File: src/rtl/debounce_pkg.sv
// debounce_pkg: shared scan-state type, event record and counter sizing helper
// for debounce_scan_ctrl.
package debounce_pkg;
  typedef enum logic {IDLE, SCAN} scan_state_t;
  localparam int EVT_CH_W = 8;
  typedef struct packed {
    logic [EVT_CH_W-1:0] ch;
    logic                level;
    logic                is_long;
  } evt_t;
  function automatic int cnt_w(input int n);
    return (n > 1) ? $clog2(n) : 1;
  endfunction
endpackage

File: src/rtl/debounce_scan_ctrl_arbiter.sv
// event_rr_arbiter: combinational round-robin search that starts one past the
// last granted channel and wraps around.
module event_rr_arbiter
  import debounce_pkg::*;
#(
  parameter int NUM_CH = 4,
  parameter int CH_W   = $clog2(NUM_CH)
) (
  input  logic [NUM_CH-1:0] req_i,
  input  logic [CH_W-1:0]   ptr_i,
  output logic [CH_W-1:0]   gnt_o,
  output logic              gnt_valid_o
);
  logic [CH_W-1:0] c;
  // Walk from farthest to nearest so the nearest requester is written last.
  always_comb begin
    c           = '0;
    gnt_o       = '0;
    gnt_valid_o = 1'b0;
    for (int k = NUM_CH; k >= 1; k--) begin
      c = CH_W'((int'(ptr_i) + k) % NUM_CH);
      if (req_i[c]) begin
        gnt_o       = c;
        gnt_valid_o = 1'b1;
      end
    end
  end
endmodule

File: src/rtl/debounce_scan_ctrl.sv
// debounce_scan_ctrl: NUM_CH button debouncer sharing one prescaler and counter datapath,
// with a round-robin valid/ready event stream. Define DEBOUNCE_SCAN_LONG_PRESS_EN for long-press events.
module debounce_scan_ctrl
  import debounce_pkg::*;
#(
  parameter int NUM_CH       = 4,
  parameter int TICK_CLKS    = 1200,
  parameter int STABLE_TICKS = 100,
`ifdef DEBOUNCE_SCAN_LONG_PRESS_EN
  parameter int LONG_TICKS   = 10000,
`endif
  localparam int CH_W = $clog2(NUM_CH)
) (
  input  logic              clk,
  input  logic              rst_n,
  input  logic [NUM_CH-1:0] sig,
  output logic [NUM_CH-1:0] state,
  output logic              evt_valid,
  input  logic              evt_ready,
  output logic [CH_W-1:0]   evt_ch,
  output logic              evt_level,
  output logic              evt_long,
  output logic              evt_overrun
);
  localparam int CW = cnt_w(STABLE_TICKS);
  localparam int PW = cnt_w(TICK_CLKS);

  if (TICK_CLKS <= NUM_CH + 1) begin : g_bad_tick
    $error("TICK_CLKS must exceed NUM_CH+1 so a scan finishes before the next tick");
  end

  logic [NUM_CH-1:0] sync1_q, sync2_q, state_q, pend_q, pend_lvl_q, pend_d;
  logic [NUM_CH-1:0] set_vec, clr_lvl, req, lpend;
  logic [PW-1:0]     presc_q;
  logic [CW-1:0]     cnt_q [NUM_CH];
  scan_state_t       st_q, st_d;
  logic [CH_W-1:0]   idx_q, idx_d, ptr_q, gnt;
  logic              tick, last, scanning, cur_sync, cur_st, disagree, accept;
  logic              gnt_valid, load, take, is_lvl, ovr_d, ovr_q;
  logic              evt_valid_q, evt_valid_d;
  evt_t              evt_q, evt_d;
  logic              unused_evt;

  assign tick     = presc_q == PW'(TICK_CLKS - 1);
  assign last     = idx_q == CH_W'(NUM_CH - 1);
  assign scanning = st_q == SCAN;
  assign cur_sync = sync2_q[idx_q];
  assign cur_st   = state_q[idx_q];
  assign disagree = scanning && (cur_sync != cur_st);
  assign accept   = disagree && (cnt_q[idx_q] == CW'(STABLE_TICKS - 1));
  assign req      = pend_q | lpend;

  always_comb begin
    st_d  = (st_q == IDLE) ? (tick ? SCAN : IDLE) : (last ? IDLE : SCAN);
    idx_d = (scanning && !last) ? idx_q + CH_W'(1) : '0;
  end

  event_rr_arbiter #(.NUM_CH(NUM_CH), .CH_W(CH_W)) u_arb (
    .req_i       (req),
    .ptr_i       (ptr_q),
    .gnt_o       (gnt),
    .gnt_valid_o (gnt_valid)
  );

  // A scan set and a grant clear of the same bit in one cycle: the set wins, no overrun.
  always_comb begin
    load        = !evt_valid_q || evt_ready;
    take        = load && gnt_valid;
    is_lvl      = pend_q[gnt];
    clr_lvl     = (take && is_lvl) ? (NUM_CH'(1) << gnt) : '0;
    set_vec     = accept ? (NUM_CH'(1) << idx_q) : '0;
    pend_d      = (pend_q & ~clr_lvl) | set_vec;
    ovr_d       = accept && pend_q[idx_q] && !clr_lvl[idx_q];
    evt_valid_d = load ? gnt_valid : evt_valid_q;
    evt_d       = take ? '{ch: EVT_CH_W'(gnt), level: is_lvl ? pend_lvl_q[gnt] : 1'b1, is_long: !is_lvl} : evt_q;
  end

  always_ff @(posedge clk or negedge rst_n) begin
    if (!rst_n) begin
      sync1_q     <= '0;
      sync2_q     <= '0;
      presc_q     <= '0;
      st_q        <= IDLE;
      idx_q       <= '0;
      state_q     <= '0;
      cnt_q       <= '{default: '0};
      pend_q      <= '0;
      pend_lvl_q  <= '0;
      ptr_q       <= CH_W'(NUM_CH - 1);
      evt_q       <= '0;
      evt_valid_q <= 1'b0;
      ovr_q       <= 1'b0;
    end else begin
      sync1_q     <= sig;
      sync2_q     <= sync1_q;
      presc_q     <= tick ? '0 : presc_q + PW'(1);
      st_q        <= st_d;
      idx_q       <= idx_d;
      if (scanning) cnt_q[idx_q] <= (disagree && !accept) ? cnt_q[idx_q] + CW'(1) : '0;
      if (accept) begin
        state_q[idx_q]    <= cur_sync;
        pend_lvl_q[idx_q] <= cur_sync;
      end
      pend_q      <= pend_d;
      if (take) ptr_q <= gnt;
      evt_q       <= evt_d;
      evt_valid_q <= evt_valid_d;
      ovr_q       <= ovr_d;
    end
  end

`ifdef DEBOUNCE_SCAN_LONG_PRESS_EN
  localparam int LW = cnt_w(LONG_TICKS + 1);
  logic [LW-1:0]     hold_q [NUM_CH];
  logic [NUM_CH-1:0] lpend_q;
  logic              long_hit;
  assign long_hit = scanning && cur_st && (hold_q[idx_q] == LW'(LONG_TICKS - 1));
  // Hold counter saturates at LONG_TICKS so each press yields one long event.
  always_ff @(posedge clk or negedge rst_n) begin
    if (!rst_n) begin
      hold_q  <= '{default: '0};
      lpend_q <= '0;
    end else begin
      if (scanning) hold_q[idx_q] <= !cur_st ? '0 : (hold_q[idx_q] == LW'(LONG_TICKS)) ? hold_q[idx_q] : hold_q[idx_q] + LW'(1);
      lpend_q <= (lpend_q & ~((take && !is_lvl) ? (NUM_CH'(1) << gnt) : '0)) | (long_hit ? (NUM_CH'(1) << idx_q) : '0);
    end
  end
  assign lpend    = lpend_q;
  assign evt_long = evt_q.is_long;
`else
  assign lpend    = '0;
  assign evt_long = 1'b0;
`endif

  assign unused_evt  = ^{evt_q.ch, evt_q.is_long};
  assign state       = state_q;
  assign evt_valid   = evt_valid_q;
  assign evt_ch      = evt_q.ch[CH_W-1:0];
  assign evt_level   = evt_q.level;
  assign evt_overrun = ovr_q;
endmodule

File: config.mk
export PLATFORM = sky130hd
export DESIGN_NAME = debounce_scan_ctrl
export DESIGN_NICKNAME = d
export VERILOG_FILES = /design/src/rtl/debounce_pkg.sv /design/src/rtl/debounce_scan_ctrl_arbiter.sv /design/src/rtl/debounce_scan_ctrl.sv
export SDC_FILE = /design/constraint.sdc
export NUM_CORES = 1
export LEC_CHECK = 0
export BUFFER_PORTS_ARGS = -buffer_cell sky130_fd_sc_hd__buf_2
export CAP_MARGIN = 10
export CORE_MARGIN = 2
export CORE_UTILIZATION = 35
export DETAILED_ROUTE_END_ITERATION = 6
export GPL_TIMING_DRIVEN = 0
export REMOVE_ABC_BUFFERS = 1
export SLEW_MARGIN = 25
export SYNTH_ARGS = -nofsm -noshare
export SYNTH_HDL_FRONTEND = slang
export SYNTH_SLANG_ARGS = --single-unit
File: constraint.sdc
create_clock -name clk -period 3.8 [get_ports clk]
set_input_delay 0.19 -clock clk [delete_from_list [all_inputs] [get_ports clk]]
set_output_delay 0.19 -clock clk [all_outputs]
set_load 0.02 [all_outputs]
Word level (Yosys, flattened, before mapping)
Index checks and enable logic that the tools add are counted.

Bits in registers: 69. Logic and storage cells: 105. Bits of input ports: 7. Output and inout port bits: 10.

$add $sub $neg: 7. Shift-type cells: 2. Muxes and demuxes: 47. Eq/ne operators: 4. Magnitude comparators: 9. Bitwise operators: 4. Reduce and logical (&&, ||, !) cells: 15.

Operators by type and width (count): 28-bit bitwise mux (1); 7-bit 2-to-1 mux (4); 1-bit binary-select mux with 2-bit select (10); 1-bit 2-to-1 mux (19); 2-bit by 3-bit less-than comparator with 1-bit output (second input constant) (6); 7-bit binary-select mux with 2-bit select (1); 7-bit demux with 2-bit select (1); 11-bit by 1-bit adder with 11-bit output (second input constant) (1); 11-bit == test (second input constant) (1); 11-bit 2-to-1 mux (1); 1-bit logical AND (10); 2-bit 2-to-1 mux (5); 4-bit bitwise mux (2); 4-bit 2-to-1 mux (2); 1-bit by 2-bit << shifter with 4-bit output (first input constant) (2); 7-bit by 1-bit adder with 7-bit output (second input constant) (1); 7-bit == test (second input constant) (1); 2-bit by 1-bit adder with 2-bit output (second input constant) (3); 2-bit adder (second input constant) (2); 4-bit AND (1); 1-bit logical NOT (4); 4-bit NOT (1); 4-bit bitwise OR (1); 3-bit >= comparator (second input constant) (1); other kinds (7) (7).

Depth between registers and ports, before layout
Gate-level depths: netlist of the first run.

Depth in word-level cells: 15. Mapped depth: 7. Mapped depth without buffers: 6.

Hierarchy
Synthesis of the first run repeated with hierarchy kept, for this count alone.

Cell total of the unflattened synthesis: 277. Area total of the unflattened synthesis: 3061.7 sq um.

By module, submodules not included: debounce_scan_ctrl (area each 2970.3 sq um, cells an instance 263, seq. area each 1629.1 sq um, instances 1); event_rr_arbiter (area each 91.3 sq um, cells an instance 14, seq. area each 0.0 sq um, instances 1).

Worst setup path after synthesis of the first run
Ideal clock, no wire load.

Path type: register -> register. Start point: register idx_q[1]. End point: register cnt_q[4] (netlist bit). Data arrival time: 2.322 ns. Library setup time: 0.125 ns. Period minus slack after synthesis: 2.447 ns. Required time: 3.675 ns. Stages on the path, launching flop included: 7. Buffers on the path: 1. Slack: 1.353 ns. Cells stage by stage: dfrtp_1 clkbuf_1 mux4_1 or4b_4 o211a_4 and2_4 mux2_2.

Longest elaborated chain between the ends: 10. Elaborated cells between the ends (all ways): 22. Classes of those cells: add/sub (1); order compare (2); eq/ne (2); mux (11); bitwise (1); reduce/logical (5).

RTL lines: from (decl) (RTL line debounce_scan_ctrl.sv:37) `logic [CH_W-1:0] idx_q, idx_d, ptr_q, gnt;`; from (signal assigned) (RTL line debounce_scan_ctrl.sv:98) `idx_q <= idx_d;`; branches (longest 9 deep; another with 7-bit by 1-bit adder with 7-bit output); 28-bit bitwise mux (*) (RTL line debounce_scan_ctrl.sv:99) `if (scanning) cnt_q[idx_q] <= (disagree && !accept) ? cnt_q[idx_q] + CW'(1) : '0;`; to (signal, indexed assignment) (RTL line debounce_scan_ctrl.sv:99); to (decl) (RTL line debounce_scan_ctrl.sv:35) `logic [CW-1:0] cnt_q [NUM_CH];`.

Every way passes the cells marked *. The select of a mux whose other input is x is not followed. A chain may end at the register's enable or synchronous reset.

Worst setup path after layout of the first run
Start point: register idx_q[0]. End point: register cnt_q[10] (netlist bit).

The elaborated chain is that of the path after synthesis.

==> reports/qor.csv, run 1 <==
stage,metric,value,unit
run_status,status,"complete, no violations",
worst_setup_path,cp_cell_sequence,"mux4_1, or4b_4, o211a_4, and2_4, mux2_2",
synth,synth_flop_cell,dfrtp_1,
place,pre_cts_ws,0.787,ns
floorplan,die-area,9310,um2
cells_and_area,stdcell_area,3400,um2
sta,fin_crit,3.02,ns
cells_and_area,fillCellCount,824,
place,dp_hpwl,3670,um
place,placed_area,3180,um2
place,numPortBuffers,15,
place,gp_congestion,0.791,
floorplan,die_y,96.5,um
worst_setup_path,cp.required,4.02,ns
grt,met3_usage,0.0264,
power_and_ir_drop,total_power,1.50,mW
sta,setup_viol,0,
sta,fin_skew,0.0102,ns
floorplan,io-pin-count,17,
synth,synthSimpleGateAreaFrac,0.153,
cells_and_area,final_util,0.412,
flow_run,cap_violations,0,
sta,drv_slew,0,
cells_and_area,seq_area,1630,um2
worst_setup_path,max_stage_delay,0.86,ns
grt,grt_usage,0.142,
sta,fin_crit_sh,0.794,
power_and_ir_drop,ir_worst_vdd,0.000208,V
synth,syn_area,2990,um2
synth,synth_edf_count,0,
sta,setup_ws,0.784,ns
drt,first_iter_violations,86,
synth,ys_top_cells_by_area,"dfrtp_1 53%, mux4_2 6.8%, nand2_1 6.0%",
synth,ys_async_sr_fraction,1.00,
synth,yosysWarnings,0,
grt,grt_antenna_before_repair,0,
clock_tree,clock_sinks,65,
cells_and_area,multi_input_comb_area,1300,um2
place,dpl.cell_count,375,
power_and_ir_drop,power_leakage,1.55,nW
floorplan,die_w,96.5,um
synth,synth_top_family_by_area,simple AND/OR/NAND/NOR gates,
drt,wl,5400,um
clock_tree,cts_resized,0,
cells_and_area,synthToLayoutAreaGrowth,13.8,%
floorplan,coreArea,8260,um2
floorplan,start_util,0.362,
sta,whs,0.0928,ns
cells_and_area,instances_no_fill,395,
sta,final-hold-violation-count,0,
clock_tree,clockBufferDepth,2,
grt,grt_max_degree,44,
clock_tree,cts_tree,done,
drt,vias_per_cell,4.97,
synth,syn_inst,261,
synth,yosys.area_share.adder,0.0251,
cells_and_area,layout-drive-gt1-share,0.203,
grt,busiest_layer,met2,
grt,overflow,0,
drt,routedWlPerCell,13.7,um
worst_setup_path,cp.arrival,3.23,ns
worst_hold_path,hold_class,input pin to flop,
synth,synth_compound_area_frac,0.0849,
clock_tree,cts_made_buffers,9,
grt,grt_pass1_vias,2044,
synth,synthXorXnorAreaFrac,0.0468,
floorplan,rows,33,
worst_setup_path,start_kind,flop,
worst_setup_path,crit_path_end_kind,flop,
drt,vias,1962,
sta,setup_tns,0,ns
grt,grt_use_met1,0.191,
worst_setup_path,worstPathMaxFanout,14,
synth,synthDistinctLibCells,44,
grt,grt_first_pass_wirelength,9940,um
cells_and_area,antenna_cells,0,
synth,synthMuxAreaShare,0.125,
worst_setup_path,crit_slowest_cell,dfrtp_1,
synth,ys_ff_latch,65,
drt,firstDrtPassIters,4,
sta,max_slew_margin,0.435,
clock_tree,clk_latency,0.34,ns
drt,detail-route-antenna-nets,0,
sta,worst_pin_slew,0.841,ns
power_and_ir_drop,power_density,441,nW/um2
clock_tree,root_buffer,clkbuf_8,
sta,rsz0062_at_grt,no,
worst_setup_path,critical_path_class,flop to flop,
synth,avgSynthCellArea,11.5,um2
synth,yosysTopAreaCell,dfrtp_1,
sta,max_freq,332,MHz
cells_and_area,num-nets-final,299,
clock_tree,htreeDepth,3,
synth,yosysTopAreaCellShare,0.527,
synth,synth_most_common_cell,dfrtp_1,
drt,remaining_drc_errors,0,
grt,grt_util_met2,0.216,
clock_tree,clkTransAtPathRegs,0.08,ns
synth,synth_common_cells,"63 x dfrtp_1, 48 x nand2_1, 22 x o21ai_0, 14 x nand3_1, 13 x nor2_1",
synth,yosysSeqAreaShare,0.544,
logic make-up after synthesis:
family                   Yosys count
other                              1
AO/OA/AOI/OAI                     40
flip-flops                        65
adder cells (fa/ha/maj)            6
multiplexers                      23
XOR/XNOR                          16
AND/OR/NAND/NOR                   97
buffers and inverters             13
worst max-delay path, delay by kind of cell, from the launching register on:
family / cells / cell delay [ns]
mux: 2 / 1.01
compound gates: 1 / 0.29
simple gates: 2 / 0.73
flops: 1 / 0.86
worst paths after layout:
| check | startpoint | cells past startpoint | slack, ns | end |
|---|---|---|---|---|
| worst max-delay path | idx_q[0] | 5 | 0.78 | cnt_q[10] |
| worst min-delay path | evt_ready | 4 | 0.09 | evt_valid |
| worst max register to register | idx_q[0] | 5 | 0.78 | cnt_q[10] |
| min in group asynchronous | rst_n | 2 | 0.28 | sync1_q[3] |
| max in group asynchronous | rst_n | 3 | 2.95 | ptr_q[0] |
| worst min register to register | sync1_q[2] | 0 | 0.35 | sync2_q[2] |
cell type report:
type                       instances  area share
sequential                        65       0.478
clock inverter                     6      0.0136
inverter                           6     0.00662
clock buffer                       9      0.0364
timing repair buffer              21      0.0434
tap                              105      0.0386
multi-input combinational        183       0.383
registers in the layout, summed over array words and instances (netlist names):
register     cells
sync1_q          4
evt_valid        1
evt_overrun      1
evt_ch           2
idx_q            2
state            4
cnt_q           28
presc_q         11
ptr_q            2
sync2_q          4
scanning         1
pend_q           4
evt_level        1
per-layer routing:
metal,up-vias,wire (um)
met1,974,2630
met4,0,99
met3,9,167
met5,-,0
met2,23,2510
li1,956,-
repair_timing:
item,4_1_cts,5_1_grt
hold buffers,5,0
hold endpoints to repair,26,0
setup buffers,0,0
report_power, final:
part	leakage (nW)	internal (mW)	switching [mW]
Sequential	0.863	0.737	0.0346
Combinational	0.602	0.0817	0.144
Clock	0.0813	0.234	0.269
layout by cell type, fill, tap and decap left out, types with 4 or more instances in the layout:
cell type      Yosys  layout
xor2_1             6       6
inv_1              6       6
nand2_1           48      48
mux4_2             9       9
nor2_1            13      13
buf_2              0      14
xnor2_1           10      10
o21ai_0           22      22
dlygate4sd3_1      0       5
and3_1             4       4
dfrtp_1           63      63
nand3_1           14      14
clkbuf_8           0       9
ha_1               6       6
mux2_2            12      12
(Power assumes the default switching activity.)
==> run 2: changes to the inputs <==
Clock period 3.8 ns to 2.6 ns, I/O delays scaled along.
==> run 2 against run 1 <==
- final area grew 0.59%
- count of clock-buffer cells in the layout unchanged
- sequential share of layout area decreased by 0.13 points
- utilization grew 0.24 points
- non-clock buffer count rose by 2
- register-to-register slack lost 0.69 ns
- worst setup slack got worse by 0.69 ns
- hold slack lost 0.060 ns
- critical path type unchanged
==> reports/qor.csv, run 2 (synthesis results as in run 1) <==
stage,metric,value,unit,change
sta,drv_slew,0,,unchanged
drt,wl_met3,112,um,-33%
cells_and_area,largest_reg_flops,28,,unchanged
worst_setup_path,reg2regPathDepth,5,,unchanged
worst_setup_path,worstReg2RegStart,idx_q[0],,
power_and_ir_drop,power_density,640,nW/um2,+45%
grt,grt_first_pass_wirelength,9970,um,+0.28%
grt,grt_usage,0.142,,+0.000498
sta,max_slew_margin,0.429,,-0.00630
sta,fin_skew,0.0102,ns,-0.0000169 ns
worst_setup_path,crit_path_end_kind,flop,,
drt,detail-route-antenna-nets,0,,unchanged
clock_tree,cts_made_buffers,9,,unchanged
clock_tree,root_buffer,clkbuf_8,,
worst_hold_path,hold_class,input pin to flop,,
drt,remaining_drc_errors,0,,unchanged
floorplan,die-area,9310,um2,unchanged
worst_setup_path,cp.required,2.82,ns,-1.20 ns
worst_setup_path,critical_path_class,flop to flop,,
drt,routedWlPerCell,13.6,um,-0.69%
drt,vias_per_cell,4.86,,-2.2%
grt,grt_pass1_vias,2053,,+0.44%
worst_hold_path,holdCritStartpoint,evt_ready,,
grt,grt_max_degree,44,,unchanged
floorplan,die_y,96.5,um,unchanged
drt,first_iter_violations,93,,+8.1%
cells_and_area,layout_commonest_cell,dfrtp_1,,
floorplan,die_w,96.5,um,unchanged
clock_tree,clkTransAtPathRegs,0.08,ns,about the same
cells_and_area,largest_register,cnt_q,,
flow_run,cap_violations,0,,unchanged
worst_setup_path,worstPathMaxFanout,9,,-5
clock_tree,htreeDepth,3,,unchanged
worst_hold_path,min_path_cells,4,,unchanged
place,dp_hpwl,3670,um,unchanged
run_status,status,"complete, no violations",,
sta,final-hold-violation-count,0,,unchanged
sta,worst_pin_slew,0.851,ns,+0.00937 ns
place,gp_congestion,0.791,,unchanged
floorplan,rows,33,,unchanged
floorplan,io-pin-count,17,,unchanged
cells_and_area,final_cell_mix,"61 x dfrtp_1, 48 x nand2_1, 22 x o21ai_0, 14 x nand3_1, 14 x buf_2",,
worst_setup_path,ff2ff_setup_slack,0.09,ns,-0.69 ns
sta,max_freq,399,MHz,+20%
drt,firstDrtPassIters,4,,unchanged
floorplan,start_util,0.362,,unchanged
cells_and_area,multi_input_comb_area,1300,um2,unchanged
worst_hold_path,hold_path_end,evt_valid,,
cells_and_area,layout-drive-gt1-share,0.216,,+0.0123
drt,vias,1928,,-1.7%
drt,highest_layer,met4,,
drt,wl_met2,2530,um,+0.96%
worst_setup_path,r2r-end,cnt_q[10],,
cells_and_area,largestRegisters,"cnt_q: 28 flops, presc_q: 11 flops",,
clock_tree,clockBufferDepth,2,,unchanged
power_and_ir_drop,ir_worst_vdd,0.000301,V,+44%
cells_and_area,synthToLayoutAreaGrowth,14.4,%,
clock_tree,cts_tree,done,,
sta,fin_crit,2.51,ns,-0.506 ns
cells_and_area,fillCellCount,823,,-0.12%
cells_and_area,seq_area,1630,um2,+0.31%
place,numPortBuffers,15,,unchanged
drt,wl,5390,um,-0.19%
sta,setup_viol,0,,unchanged
worst_setup_path,cp.arrival,2.73,ns,-0.50 ns
grt,overflow,0,,unchanged
clock_tree,clk_latency,0.34,ns,about the same
cells_and_area,num-nets-final,301,,+0.67%
clock_tree,clock_sinks,65,,unchanged
cells_and_area,antenna_cells,0,,unchanged
power_and_ir_drop,total_power,2.19,mW,+46%
worst_setup_path,start_kind,flop,,
drt,wl_met1,2650,um,+0.76%
floorplan,coreArea,8260,um2,unchanged
power_and_ir_drop,power_leakage,1.55,nW,+0.47%
sta,setup_tns,0,ns,unchanged
sta,fin_crit_sh,0.965,,+0.171
sta,rsz0062_at_grt,no,,
grt,grt_antenna_before_repair,0,,unchanged
[run 2: cell count changes in the layout (fill, tap and decap cells not counted)]
cell,delta
buf_4,+2
dfrtp_1,-2
dfrtp_2,+1
dfrtp_4,+1
[run 2: routing by layer]
layer / global-route usage / vias up
li1: - / 959
met1: 0.192 / 948
met2: 0.216 / 12
met3: 0.0264 / 9
met4: 0.0810 / 0
met5: 0 / -
[run 2: cell type report]
cell class,count,share of cell area
Multi-Input combinational cell,183,0.381
Clock inverter,6,0.0135
Timing Repair Buffer,23,0.0475
Sequential cell,65,0.477
Clock buffer,9,0.0362
Inverter,6,0.00658
Tap cell,105,0.0384
[run 2: worst max-delay path, stage by stage (launching register included)]
cell     delay (ns)
dfrtp_4        0.45
mux4_1         0.66
or4b_4         0.57
o211a_4        0.29
and2_4         0.16
mux2_2         0.26
[run 2: worst max-delay path by stage]
stage	end	from	cells past startpoint
final	cnt_q[10]	idx_q[0]	5
after floorplan	cnt_q[3]	idx_q[0]	5
after global routing	cnt_q[17]	idx_q[0]	5
after global placement	cnt_q[10]	idx_q[0]	5
after CTS	cnt_q[10]	idx_q[0]	5
after detailed placement	cnt_q[3]	idx_q[0]	5
[run 2: power breakdown]
| group | switching (mW) | internal [mW] | total, mW | leakage, nW |
|---|---|---|---|---|
| Sequential | 0.0511 | 1.08 | 1.13 | 0.859 |
| Combinational | 0.210 | 0.119 | 0.330 | 0.613 |
| Clock | 0.391 | 0.342 | 0.734 | 0.0813 |
| Total | 0.653 | 1.54 | 2.19 | 1.55 |
[run 2: per-stage QoR]
step           setup WS (ns)   util  area, um2  cells  hold WS, ns
2_1_floorplan         -0.134      -       2960    254       -0.166
3_3_place_gp          -0.391  0.383       3160    374        0.238
3_5_place_dp          -0.413  0.386       3180    375       0.0432
4_1_cts               0.0728  0.415       3420    397       0.0123
5_1_grt               0.0203  0.415       3420    397       0.0751
6_report              0.0909  0.415       3420    397       0.0330
[run 2: repair_timing]
item | in CTS | in global routing
gates resized for setup | 3 | 0
endpoints found under the setup margin | 37 | 0
hold endpoints to repair | 38 | 0
setup buffers | 2 | 0
hold buffers | 5 | 0
